$ cat src/rtl/uart_tx_param.sv
`default_nettype none
// ============================================================================
// Module   : uart_tx_param
// Brief    : Parametrised UART transmitter fed from a small input FIFO.
// Revision : 1.0 - initial release
// ============================================================================
module uart_tx_param #(
  parameter int BAUD_DIV   = 10416,
  parameter int DATA_BITS  = 8,
  parameter int PARITY     = 0,
  parameter int STOP_BITS  = 1,
  parameter int FIFO_DEPTH = 4
) (
  input  logic                          clk,
  input  logic                          reset,
  input  logic                          valid_in,
  input  logic [DATA_BITS-1:0]          data_storing,
  output logic                          ready_out,
  output logic                          one_by_one_bit,
  output logic                          my9600clk,
  output logic                          busy,
  output logic [$clog2(FIFO_DEPTH):0]   fifo_count
);

  localparam int c_aw = $clog2(FIFO_DEPTH);
  localparam int c_cw = c_aw + 1;
  localparam int c_bw = $clog2(BAUD_DIV);
  localparam logic [c_bw-1:0] c_baud_last = c_bw'(BAUD_DIV - 1);
  localparam logic [3:0]      c_data_last = 4'(DATA_BITS - 1);
  localparam logic [3:0]      c_stop_last = 4'(STOP_BITS - 1);
  localparam logic [c_cw-1:0] c_full      = c_cw'(FIFO_DEPTH);
  localparam logic            c_odd       = (PARITY == 2);

  generate
    if (BAUD_DIV < 2) begin : g_bad_baud
      $error("uart_tx_param: BAUD_DIV must be 2 or more");
    end
    if (DATA_BITS < 5 || DATA_BITS > 9) begin : g_bad_data
      $error("uart_tx_param: DATA_BITS must be 5..9");
    end
    if (PARITY < 0 || PARITY > 2) begin : g_bad_parity
      $error("uart_tx_param: PARITY must be 0, 1 or 2");
    end
    if (STOP_BITS < 1 || STOP_BITS > 2) begin : g_bad_stop
      $error("uart_tx_param: STOP_BITS must be 1 or 2");
    end
    if (FIFO_DEPTH < 2 || (FIFO_DEPTH & (FIFO_DEPTH - 1)) != 0) begin : g_bad_depth
      $error("uart_tx_param: FIFO_DEPTH must be a power of 2, 2 or more");
    end
  endgenerate

  typedef enum logic [2:0] {
    S_IDLE   = 3'd0,
    S_START  = 3'd1,
    S_DATA   = 3'd2,
    S_PARITY = 3'd3,
    S_STOP   = 3'd4
  } state_t;

  state_t                 r_state, w_state_nxt;
  logic [DATA_BITS-1:0]   r_shift, w_shift_nxt;
  logic                   r_parity, w_parity_nxt;
  logic [3:0]             r_bit, w_bit_nxt;
  logic [c_bw-1:0]        r_baud;
  logic                   r_tx, w_tx_nxt;
  logic                   r_busy;
  logic                   w_tick;

  logic [DATA_BITS-1:0]   r_mem [FIFO_DEPTH];
  logic [c_aw-1:0]        r_wr, r_rd;
  logic [c_cw-1:0]        r_count;
  logic                   w_push, w_pop, w_not_empty;
  logic [DATA_BITS-1:0]   w_head;
  logic                   w_par_load;

  assign ready_out   = (r_count != c_full);
  assign w_not_empty = (r_count != '0);
  assign w_push      = valid_in && ready_out;
  assign w_head      = r_mem[r_rd];
  assign w_par_load  = (^w_head) ^ c_odd;
  assign w_tick      = (r_state != S_IDLE) && (r_baud == c_baud_last);

  assign one_by_one_bit = r_tx;
  assign my9600clk      = w_tick;
  assign busy           = r_busy;
  assign fifo_count     = r_count;

  // Circular buffer; pointers wrap naturally because depth is a power of 2.
  always_ff @(posedge clk or negedge reset) begin
    if (!reset) begin
      r_wr    <= '0;
      r_rd    <= '0;
      r_count <= '0;
    end else begin
      if (w_push) r_wr <= r_wr + 1'b1;
      if (w_pop)  r_rd <= r_rd + 1'b1;
      case ({w_push, w_pop})
        2'b10:   r_count <= r_count + 1'b1;
        2'b01:   r_count <= r_count - 1'b1;
        default: r_count <= r_count;
      endcase
    end
  end

  always_ff @(posedge clk) begin
    if (w_push) r_mem[r_wr] <= data_storing;
  end

  always_comb begin
    w_state_nxt  = r_state;
    w_shift_nxt  = r_shift;
    w_parity_nxt = r_parity;
    w_bit_nxt    = r_bit;
    w_pop        = 1'b0;
    w_tx_nxt     = 1'b1;
    case (r_state)
      S_IDLE: begin
        if (w_not_empty) w_pop = 1'b1;
      end
      S_START: begin
        if (w_tick) begin
          w_state_nxt = S_DATA;
          w_bit_nxt   = '0;
        end
      end
      S_DATA: begin
        if (w_tick) begin
          w_shift_nxt = r_shift >> 1;
          if (r_bit == c_data_last) begin
            w_bit_nxt   = '0;
            w_state_nxt = (PARITY != 0) ? S_PARITY : S_STOP;
          end else begin
            w_bit_nxt = r_bit + 4'd1;
          end
        end
      end
      S_PARITY: begin
        if (w_tick) begin
          w_state_nxt = S_STOP;
          w_bit_nxt   = '0;
        end
      end
      S_STOP: begin
        if (w_tick) begin
          if (r_bit == c_stop_last) begin
            if (w_not_empty) w_pop = 1'b1;
            else             w_state_nxt = S_IDLE;
          end else begin
            w_bit_nxt = r_bit + 4'd1;
          end
        end
      end
      default: w_state_nxt = S_IDLE;
    endcase

    // A pop always loads a fresh frame, whether from IDLE or end of STOP.
    if (w_pop) begin
      w_state_nxt  = S_START;
      w_shift_nxt  = w_head;
      w_parity_nxt = w_par_load;
      w_bit_nxt    = '0;
    end

    case (w_state_nxt)
      S_START:  w_tx_nxt = 1'b0;
      S_DATA:   w_tx_nxt = w_shift_nxt[0];
      S_PARITY: w_tx_nxt = w_parity_nxt;
      default:  w_tx_nxt = 1'b1;
    endcase
  end

  always_ff @(posedge clk or negedge reset) begin
    if (!reset) begin
      r_state  <= S_IDLE;
      r_shift  <= '0;
      r_parity <= 1'b0;
      r_bit    <= '0;
      r_baud   <= '0;
      r_tx     <= 1'b1;
      r_busy   <= 1'b0;
    end else begin
      r_state  <= w_state_nxt;
      r_shift  <= w_shift_nxt;
      r_parity <= w_parity_nxt;
      r_bit    <= w_bit_nxt;
      r_baud   <= (r_state == S_IDLE || w_tick) ? '0 : r_baud + 1'b1;
      r_tx     <= w_tx_nxt;
      r_busy   <= (w_state_nxt != S_IDLE);
    end
  end

endmodule
`default_nettype wire

$ cat config.mk
export PLATFORM = sky130hd
export DESIGN_NAME = uart_tx_param
export DESIGN_NICKNAME = d
export VERILOG_FILES = /design/src/rtl/uart_tx_param.sv
export SDC_FILE = /design/constraint.sdc
export NUM_CORES = 1
export LEC_CHECK = 0
export CAP_MARGIN = 20
export CORE_AREA = 2 2 80 82
export CTS_BUF_LIST = sky130_fd_sc_hd__clkbuf_4 sky130_fd_sc_hd__clkbuf_8
export DETAILED_ROUTE_END_ITERATION = 7
export DIE_AREA = 0 0 82 84
export GPL_TIMING_DRIVEN = 0
export PLACE_DENSITY_LB_ADDON = 0.12
export SYNTH_ARGS = -nofsm -noshare
export SYNTH_HDL_FRONTEND = slang
export SYNTH_SLANG_ARGS = --single-unit
$ cat constraint.sdc
create_clock -name clk -period 3.5 [get_ports clk]
set_clock_uncertainty 0.15 [all_clocks]
set_input_delay 0.525 -clock clk [delete_from_list [all_inputs] [get_ports clk]]
set_output_delay 0.525 -clock clk [all_outputs]
set_load 0.005 [all_outputs]
# --- After elaboration in Yosys (flattened, before gate mapping) ---
# Memories as Yosys holds them, arrays and structs flattened.
# Index checks and enable logic that the tools add are counted.
totals:
  regBits: 39
  ramBits: 32
  inputBits: 11
  output_inout_bits: 7
  elab_cells: 79
  memories: 1
classes:
  n_addsub: 6
  eq_ne: 16
  muxes: 29
  n_reduce_logical: 16
mem_list:
  columns: ["name", "words", "width", "rd", "rd_clocked_by_memory_dff", "write_ports", "line", "text"]
  rows:
  - ["r_mem", 4, 8, 1, 0, 1, "69", "logic [DATA_BITS-1:0] r_mem [FIFO_DEPTH];"]
ops:
  columns: ["cell", "n"]
  rows:
  - ["two-way mux 3 bit", 8]
  - ["two-way mux 4 bit", 6]
  - ["two-way mux 8 bit", 3]
  - ["case mux 3 bit (5 select lines)", 1]
  - ["adder 14 x 1 -> 14 bit, second input constant", 1]
  - ["== test 14 bit, second input constant", 1]
  - ["two-way mux 14 bit", 1]
  - ["== test 3 x 2 -> 1 bit, second input constant", 4]
  - ["inequality test 3 bit, second input constant", 4]
  - ["case mux 4 bit (3 select lines)", 1]
  - ["nonzero test 3 bit", 3]
  - ["XOR reduction 8 bit", 1]
  - ["== test 3 x 1 -> 1 bit, second input constant", 2]
  - ["two-way mux 1 bit", 6]
  - ["case mux 3 bit (2 select lines)", 1]
  - ["nonzero test 2 bit", 3]
  - ["AND reduction 5 bit", 1]
  - ["adder 2 x 1 -> 2 bit, second input constant", 2]
  - ["adder 4 x 1 -> 4 bit, second input constant", 1]
  - ["== test 4 x 3 -> 1 bit, second input constant", 1]
  - ["logical NOT 4 bit", 1]
  - ["nonzero test 4 bit", 1]
  - ["adder 3 x 1 -> 3 bit, second input constant", 1]
  - ["== test 3 bit, second input constant", 1]
  - ["11 further kinds", 12]

# --- Longest topological paths before layout ---
depth:
  word_depth: 8
  ltp_mapped: 13
  ltp_nobuf: 11

# --- Worst setup path before layout ---
# OpenSTA, ideal clock, no wires.
synth_path:
  kind: "register to register"
  from: "register r_bit[0]"
  to: "register r_count[2] (netlist: fifo_count[2])"
  setup_time_ns: 0.079
  t_arrival_ns: 2.817
  path_slack_ns: 0.453
  stages_incl_launch_ff: 14
  synth_period_minus_slack_ns: 3.047
  cell_sequence: "dfrtp_1 > inv_1 > ha_1 > or3b_2 > a211oi_1 > o21a_1 > buf_4 > buf_2 > ha_1 > inv_1 > fa_1 > xor2_1 > nor2_1 > xor2_1"
synth_between:
  elab_chain_len: 6
  elab_cells_between_ends: 8
  cone_classes: "eq/ne: 2; mux: 4; reduce/logical: 2"
synth_lines:
  columns: ["item", "line", "text"]
  rows:
  - ["from (decl)", "63", "logic [3:0] r_bit, w_bit_nxt;"]
  - ["from (signal assigned)", "185", "r_bit <= w_bit_nxt;"]
  - ["logical NOT 4 bit (*)", "145", "if (r_bit == c_stop_last) begin"]
  - ["two-way mux 1 bit (*)", "145", null]
  - ["two-way mux 1 bit (*)", "144", "if (w_tick) begin"]
  - ["case mux 1 bit (2 select lines) (*)", "116", "case (r_state)"]
  - ["named net w_pop", "72", "logic w_push, w_pop, w_not_empty;"]
  - ["== test 2 x 1 -> 1 bit or == test 2 bit (tied branches)", "97", "case ({w_push, w_pop})"]
  - ["case mux 3 bit (2 select lines) or nonzero test 2 bit (tied branches)", null, null]
  - ["to (signal assigned)", "98", "2'b10: r_count <= r_count + 1'b1;"]
  - ["to (signal assigned)", "99", "2'b01: r_count <= r_count - 1'b1;"]
  - ["to (signal assigned)", "100", "default: r_count <= r_count;"]
  - ["to (decl)", "71", "logic [c_cw-1:0] r_count;"]
# Mark *: on every way through the listed nets, which the timed path passes. The rest lies on a longest branch.
# A chain may end at the register's enable or synchronous reset.

# --- Final worst setup path ---
layout_path:
  from: "register r_bit[0]"
  to: "register r_count[2] (netlist: fifo_count[2])"
layout_between:
  elab_chain_len: 6
  elab_cells_between_ends: 8
  cone_classes: "eq/ne: 2; mux: 4; reduce/logical: 2"
layout_lines:
  columns: ["item", "line"]
  rows:
  - ["logical NOT 4 bit (*)", "145"]
  - ["two-way mux 1 bit (*)", "145"]
  - ["two-way mux 1 bit (*)", "144"]
  - ["case mux 1 bit (2 select lines) (*)", "116"]
  - ["== test 2 x 1 -> 1 bit or == test 2 bit (tied branches)", "97"]
  - ["case mux 3 bit (2 select lines) or nonzero test 2 bit (tied branches)", null]
# Mark *: on every way between the ends. The rest lies on a longest branch, timed or not.

==> flow_summary.json <==
{
  "cp_top_family": "adder cells",
  "cts_buffers": 9,
  "hold_viol_final": 0,
  "synth_area_sq_mm": 0.003274,
  "startpoint": "r_bit[0]$_DFFE_PN0P_",
  "worst_slack_ns": 0.2472,
  "start_util_pct": 53.72,
  "cp_num_buf_inv": 3,
  "clock-sinks": 71,
  "yosysMostFrequentCell": "dfrtp_1",
  "ys_seq_area_share_pct": 59.19,
  "finalCritPeriodShare_pct": 92.94,
  "tns_ns": 0,
  "antenna_left": 0,
  "worstHoldPathType": "input port to asynchronous set/reset pin",
  "clock_latency_ns": 0.34,
  "r2r-start": "r_bit[0]$_DFFE_PN0P_",
  "syn-num-nets": 272,
  "clockBufferDepth": 2,
  "htreeDepth": 3,
  "die_h_um": 84,
  "routed_wirelength_mm": 5.435,
  "vias": 1980,
  "drcViolationCount": 0,
  "holdBufCountCts": 0,
  "period_needed_ns": 3.253,
  "setup.worst_path.start_class": "register",
  "grt_pass1_vias": 2024,
  "grt_max_degree": 40,
  "cp-end-kind": "register",
  "async_reset_ff_share_pct": 54.93,
  "synthTopCellsByCount": "dfrtp_1, edfxtp_1, nor2_1",
  "grt_first_pass_wirelength_mm": 9.439,
  "r2r_slack_ns": 0.25,
  "coreArea_sq_mm": 0.006096,
  "peakVddDrop_v": 0.0004081,
  "nNetsFinal": 299,
  "path_max_fanout": 19,
  "status": "finished clean",
  "yosysWarnings": 0,
  "clkTransAtPathRegs_ns": 0.07,
  "antennaDiodeCount": 0,
  "gp_congestion": 0.7752,
  "cts_tree": "done",
  "place_ws_ns": 0.03814,
  "ys_ff_latch": 71,
  "layout-drive-gt1-share_pct": 14.08,
  "reg2regPathDepth": 12,
  "final_util_pct": 61.41,
  "final_max_slew_viol_count": 0,
  "finalSetupViolCount": 0,
  "cp.required_ns": 3.61,
  "root_buffer": "clkbuf_8",
  "final.fill_count": 493,
  "yosys.area.top_type": "edfxtp_1",
  "fmax_ghz": 0.3074,
  "dr.pass1.iters": 4,
  "grt.total_usage_pct": 18.33,
  "synth_cells": 252,
  "syn_avg_cell_area_sq_um": 12.99,
  "ys_types": 49,
  "p_leak_nw": 1.522,
  "drt_iter0_markers": 142,
  "rsz0062_at_grt": "no",
  "die_area_sq_mm": 0.006888,
  "cap_violations": 0,
  "slew_headroom_pct": 42.54,
  "tightest_slew_ns": 0.8619,
  "dieWidth_um": 82,
  "grt-ovfl-total": 0,
  "port-buffer-count": 17,
  "criticalPathCategory": "register to register",
  "detail_route.wl_per_cell_um": 15.06,
  "synth_top_area_share_pct": 29.35,
  "pwr_density_cell_mw_per_mm2": 543.7,
  "via_per_inst": 5.485,
  "rr_endpoint": "fifo_count[2]$_DFFE_PN0P_",
  "synthTopCellsByArea": "edfxtp_1, dfrtp_1, mux4_2",
  "max_stage_delay_ns": 0.49,
  "ios": 18,
  "crit_chain": "inv_1 -> ha_1 -> or3b_2 -> a211oi_1 -> o21a_2 -> buf_4 -> ha_1 -> inv_1 -> fa_1 -> xor2_1 -> nor2_1 -> xor2_1",
  "antenna_found_initial": 0,
  "finalPower_mw": 2.035,
  "rows": 29,
  "slowest_stage": "or3b_2",
  "synth-main-ff-cell": "dfrtp_1",
  "area_growth_pct": 14.33,
  "synth_edf_count": 32,
  "hpwl_mm": 3.843,
  "critPathArrivalTime_ns": 3.37
}
flip-flops by register name, indices dropped and copies added (netlist names):
name	flops
busy	1
fifo_count	3
one_by_one_bit	1
r_baud	14
r_bit	4
r_mem	32
r_parity	1
r_rd	2
r_shift	8
r_state	3
r_wr	2
worst max path at each step:
stage | slack, ns | cells past startpoint | to
after global placement | 0.09 | 13 | fifo_count[2]$_DFFE_PN0P_
after detailed placement | 0.04 | 13 | fifo_count[2]$_DFFE_PN0P_
final | 0.25 | 12 | fifo_count[2]$_DFFE_PN0P_
after CTS | 0.03 | 13 | fifo_count[2]$_DFFE_PN0P_
after floorplan | 0.45 | 13 | fifo_count[2]$_DFFE_PN0P_
after global routing | 0.06 | 12 | fifo_count[2]$_DFFE_PN0P_
cell families after synthesis:
logic type / synth area share (%)
muxes: 6.763
xor gates and xnor gates: 6.420
buffers and inverters: 2.598
adders and majority gates: 3.668
AOI/OAI and AO/OA: 8.063
and+or+nand+nor: 13.30
DFF: 59.19
where the power goes:
part	total (mW)	switching, mW	internal [mW]
logic	0.309	0.160	0.149
clock network	0.700	0.289	0.412
registers	1.03	0.0417	0.985
total	2.04	0.490	1.55
area by class of cell:
| class | instances | area, sq um | area share (%) |
|---|---|---|---|
| inverters | 11 | 41.29 | 1.103 |
| clock buffers | 11 | 138.9 | 3.710 |
| well taps | 77 | 96.34 | 2.574 |
| clock inverters | 5 | 72.57 | 1.939 |
| multi-input cells | 161 | 1252 | 33.46 |
| repair buffers | 17 | 165.2 | 4.412 |
| flip-flops and latches | 71 | 1938 | 51.77 |
| plain buffers | 8 | 38.79 | 1.036 |
what timing repair did:
action / 4_1_cts / 5_1_grt
setup endpoints to repair: 0 / 1
resized for setup: 0 / 1
setup buffers: 0 / 0
hold endpoints to repair: 0 / 0
layout by cell type (no fill, tap or decap), types with 3 or more instances in the layout:
cell type / instances
dfrtp_1: 38
edfxtp_1: 32
nor2_1: 22
clkdlybuf4s50_1: 16
nand2_1: 14
xnor2_1: 13
inv_1: 11
xor2_1: 11
o21ai_0: 10
nand3_1: 10
clkbuf_8: 9
mux4_2: 8
ha_1: 8
a21o_1: 6
a21oi_1: 6
clkbuf_1: 5
and3_1: 5
a22o_1: 5
and4_1: 3
nor2b_1: 3
mux2i_1: 3
nand4_1: 3
stage by stage:
stage	instances	hold slack (ns)	area, sq um
4_1_cts	362	0.1762	3747
5_1_grt	361	0.2296	3744
3_5_place_dp	346	0.3155	3536
2_1_floorplan	252	0.07941	3274
3_3_place_gp	346	0.3115	3541
6_report	361	0.1419	3744
per-layer routing:
| metal | global-route usage, % | share of wire (%) | vias to the layer above |
|---|---|---|---|
| met5 | 0 | 0 | - |
| met2 | 29.71 | 51 | 26 |
| met3 | 3.355 | 2.2 | 12 |
| met1 | 22.99 | 45 | 978 |
| met4 | 9.697 | 2.3 | 0 |
| li1 | - | - | 964 |
No activity file was read; power rests on OpenSTA's default activity.
